### src/rtl/shr_seq.sv
// shr_seq: shift/rotate register with single-step and counted automatic modes.
// Loads (ld_fill, ld) take priority and abort an automatic run without a done pulse.
module shr_seq #(
    parameter int unsigned           WIDTH = 10,
    parameter logic [WIDTH-1:0]      FILL  = {WIDTH{1'b1}},
    parameter int unsigned           CNT_W = 4
) (
    input  logic             clk,
    input  logic             rst,
    input  logic             ld_fill,
    input  logic             ld,
    input  logic [WIDTH-1:0] d,
    input  logic [1:0]       mode,
    input  logic             en,
    input  logic             si,
    input  logic             start,
    input  logic [CNT_W-1:0] count,
    output logic [WIDTH-1:0] q,
    output logic             so,
    output logic             busy,
    output logic             done
);

    typedef enum logic {
        IDLE = 1'b0,
        RUN  = 1'b1
    } state_t;

    state_t           state_q, state_d;
    logic [WIDTH-1:0] q_q, q_d;
    logic [CNT_W-1:0] rem_q, rem_d;
    logic [1:0]       mode_q, mode_d;
    logic             done_q, done_d;

    logic [1:0]       eff_mode;
    logic [WIDTH-1:0] step_val;

    // Effective mode: the latched copy while running, the live input otherwise.
    always_comb begin
        eff_mode = (state_q == RUN) ? mode_q : mode;
    end

    // One shift/rotate step of the current contents under the effective mode.
    always_comb begin
        step_val = q_q;
        case (eff_mode)
            2'b00:   step_val = {si, q_q[WIDTH-1:1]};
            2'b01:   step_val = {q_q[WIDTH-2:0], si};
            2'b10:   step_val = {q_q[0], q_q[WIDTH-1:1]};
            default: step_val = {q_q[WIDTH-2:0], q_q[WIDTH-1]};
        endcase
    end

    // Next-state decode in priority order: load fill, load, run step, start, single step.
    always_comb begin
        state_d = state_q;
        q_d     = q_q;
        rem_d   = rem_q;
        mode_d  = mode_q;
        done_d  = 1'b0;
        if (ld_fill) begin
            q_d     = FILL;
            state_d = IDLE;
            rem_d   = '0;
        end else if (ld) begin
            q_d     = d;
            state_d = IDLE;
            rem_d   = '0;
        end else if (state_q == RUN) begin
            q_d   = step_val;
            rem_d = rem_q - CNT_W'(1);
            if (rem_q == CNT_W'(1)) begin
                state_d = IDLE;
                done_d  = 1'b1;
            end
        end else if (start) begin
            if (count != '0) begin
                rem_d   = count;
                mode_d  = mode;
                state_d = RUN;
            end else begin
                done_d = 1'b1;
            end
        end else if (en) begin
            q_d = step_val;
        end
    end

    // State registers with synchronous active-high reset.
    always_ff @(posedge clk) begin
        if (rst) begin
            state_q <= IDLE;
            q_q     <= '0;
            rem_q   <= '0;
            mode_q  <= 2'b00;
            done_q  <= 1'b0;
        end else begin
            state_q <= state_d;
            q_q     <= q_d;
            rem_q   <= rem_d;
            mode_q  <= mode_d;
            done_q  <= done_d;
        end
    end

    assign q    = q_q;
    assign so   = eff_mode[0] ? q_q[WIDTH-1] : q_q[0];
    assign busy = (state_q == RUN);
    assign done = done_q;

endmodule

### config.mk
export PLATFORM = sky130hd
export DESIGN_NAME = shr_seq
export DESIGN_NICKNAME = d
export VERILOG_FILES = /design/src/rtl/shr_seq.sv
export SDC_FILE = /design/constraint.sdc
export NUM_CORES = 1
export LEC_CHECK = 0
export CAP_MARGIN = 20
export CORE_ASPECT_RATIO = 0.8
export CORE_UTILIZATION = 30
export CTS_CLUSTER_DIAMETER = 200
export DETAILED_ROUTE_END_ITERATION = 8
export PLACE_DENSITY = 0.59
export SYNTH_ARGS = -nofsm -noshare
export SYNTH_HDL_FRONTEND = slang
export SYNTH_SLANG_ARGS = --single-unit
### constraint.sdc
create_clock -name clk -period 1.8 [get_ports clk]
set_clock_uncertainty 0.2 [all_clocks]
set_input_delay 0.36 -clock clk [delete_from_list [all_inputs] [get_ports clk]]
set_output_delay 0.36 -clock clk [all_outputs]
set_load 0.02 [all_outputs]
==> impl_metrics.py <==
metrics = {
    "clocking": {
        "clock_path_buffers": 2,
        "htree_levels": 1,
        "cts_made_buffers": 3,
        "cts_tree": "done",
        "cts_root_buf": "clkbuf_8",
        "cts_sinks": 18,
        "worst_skew_pair.late_latency_ns": 0.25,
        "ctsHoldBuffers": 0,
        "clk_pin_slew_ns": 0.07,
    },
    "cells_and_area": {
        "final_util": 0.5262,
        "stdcell_area_um2": 1659,
        "syn_to_final_growth_pct": 63.70,
        "layout_commonest_cell": "buf_4",
        "nNetsFinal": 195,
        "layout-drive-gt1-share": 0.2308,
        "final_cell_mix": "19 x buf_4, 18 x clkdlybuf4s50_1, 17 x dfxtp_1, 15 x nor2_1",
        "antenna_cells": 0,
    },
    "grt": {
        "grt_pass1_vias": 1040,
        "grt_usage": 0.1823,
        "met2_usage": 0.3401,
        "antenna_found_initial": 0,
        "grt_max_degree": 19,
        "grt_overflow": 0,
        "grt_use_met3": 0.03178,
        "grt_pass1_wl_mm": 4.857,
        "met1_usage": 0.2139,
        "busiest_layer": "met2",
    },
    "timing": {
        "setup_violations": 2,
        "max_slew_margin": 0.7918,
        "worst_pin_slew_ns": 0.3113,
        "hold_viol": 0,
        "rsz0062_at_grt": "true",
        "post-route-min-period_ns": 1.883,
        "maxSlewViolCount": 0,
        "fin_crit_sh": 1.046,
        "worst_slack_ns": -0.08338,
        "max_freq_ghz": 0.5310,
        "final.setup.tns_ns": -0.1219,
    },
    "floorplan": {
        "die_y_um": 53.99,
        "core-area_um2": 3153,
        "pin_count": 36,
        "fp.dieW_um": 66.99,
        "row_count": 18,
        "design.die.area_um2": 3616,
        "initial_core_util": 0.3214,
    },
    "synth": {
        "synth_largest_area_cell": "dfxtp_1",
        "syn_area_per_cell_um2": 8.890,
        "synth_area_um2": 1013,
        "yosysSeqAreaShare": 0.3556,
        "syn_inst": 114,
        "syn_nets": 139,
        "synth_top_area_frac": 0.3556,
        "synthTopCellsByArea": "dfxtp_1 36%, mux2i_1 12%, a211oi_1 8.9%, nor2_1 5.9%, o21ai_0 4.0%",
        "ys_types": 31,
        "yosysWarnings": 0,
        "ys_seq_elements": 18,
    },
    "placed_design": {
        "place_area_um2": 1559,
        "dp_hpwl_mm": 2.254,
        "dp_slack_ns": -0.7397,
        "io_buffers": 35,
        "place.gp.congestion": 0.7777,
    },
    "flow_run": {
        "max-cap-violations": 0,
    },
    "hold_path": {
        "min_path_type": "reg -> reg",
    },
    "route": {
        "post_drt_wl_per_cell_um": 14.55,
        "drtPass1Iterations": 4,
        "routed_via_density": 5.091,
        "wirelength_mm": 3.041,
        "drtIter0Drc": 48,
        "drc": 0,
        "ant_nets": 0,
        "vias": 1064,
    },
    "pwr": {
        "power.leakage_nw": 0.7307,
        "p_per_area_nw_per_um2": 648.0,
        "irDropWorstVdd_mv": 0.4029,
        "p_total_mw": 1.075,
    },
    "critical_path": {
        "start_kind": "register",
        "crit_arrival_ns": 1.32,
        "cp_data_required_time_ns": 1.24,
        "worst-path-max-fanout": 2,
        "setup.worst_path.class": "reg -> out",
        "setup.worst_path.end_class": "output port",
    },
    "run_status": {
        "violations": "negative setup slack",
        "status": "complete, but fails checks",
    },
}
-- stage by stage --
| stage | std cells | hold slack, ns |
|---|---|---|
| after floorplan | 114 | 0.2324 |
| final | 209 | 0.3267 |
| after global placement | 204 | 0.3030 |
| after detailed placement | 204 | 0.3232 |
| after global routing | 209 | 0.3618 |
| after CTS | 209 | 0.3282 |
-- cell type report --
| cell class | instances | area (µm²) |
|---|---|---|
| repair buffers | 56 | 530.5 |
| fillers | 315 | 1494 |
| multi-input cells | 88 | 648.1 |
| flip-flops and latches | 18 | 364.1 |
| well taps | 40 | 50.05 |
| inverters | 3 | 11.26 |
| clock buffers | 4 | 55.05 |
-- where the power goes --
part,total [mW],internal [mW],switching [mW]
clock,0.333,0.194,0.138
sequential,0.448,0.422,0.0259
combinational,0.295,0.159,0.136
-- Yosys cell counts --
library cell  instances
or4_4                 1
nor2b_1               5
nor4_1                1
a22oi_1               1
buf_6                 2
mux2i_1              12
o21ai_0               8
nor2_1               16
o211ai_1              1
a221oi_1              1
nand2b_1              2
o221ai_2              1
o32ai_1               1
o21a_1                1
buf_1                 1
clkbuf_1              1
ha_1                  2
a211oi_1             12
o31ai_1               1
a21oi_1               5
o21bai_1              1
inv_1                 3
nor3_1                3
a211o_1               1
nand2_1               6
dfxtp_1              18
o41ai_2               1
or4_1                 1
mux2_2                3
xor2_1                1
buf_4                 1
-- per-layer routing --
layer | up-vias | part of all wire
met5 | - | 0
met1 | 512 | 0.46
met2 | 15 | 0.51
met3 | 2 | 0.021
li1 | 535 | -
met4 | 0 | 0.0082
-- state kept, by name, summed over array words and instances (netlist names) --
name	count
busy	1
done	1
mode_q	2
q	10
rem_q	4
-- worst max-delay path: stages (launching register included) --
cell and delay, ns:
dfxtp_4 0.37, mux2i_4 0.25, mux2_4 0.32, buf_6 0.13
-- final timing paths --
path / startpoint / endpoint / slack (ns) / cells after the start
hold / removal: q[1] / q[1] / 0.33 / 2
setup / recovery: busy / so / -0.08 / 3
hold reg to reg: q[1] / q[1] / 0.33 / 2
setup reg to reg: busy / q[0] / -0.04 / 5
-- logic make-up (layout without fill, tap and decap cells) --
family,Yosys count,in the layout,share of synthesized area
xor+xnor,1,1,0.008644
fa+ha+maj,2,2,0.02469
simple gates,35,35,0.1642
buf+inv,8,63,0.04814
mux,15,15,0.1519
compound gates,35,35,0.2469
flops,18,18,0.3556
-- what timing repair did --
action                                  4_1_cts  5_1_grt
pin swaps                                     2        1
resized for setup                            19       12
endpoints found under the setup margin       17       10
buffers inserted                              1        0
endpoints found under the hold margin         0        0
No activity file was read; power rests on OpenSTA's default activity.
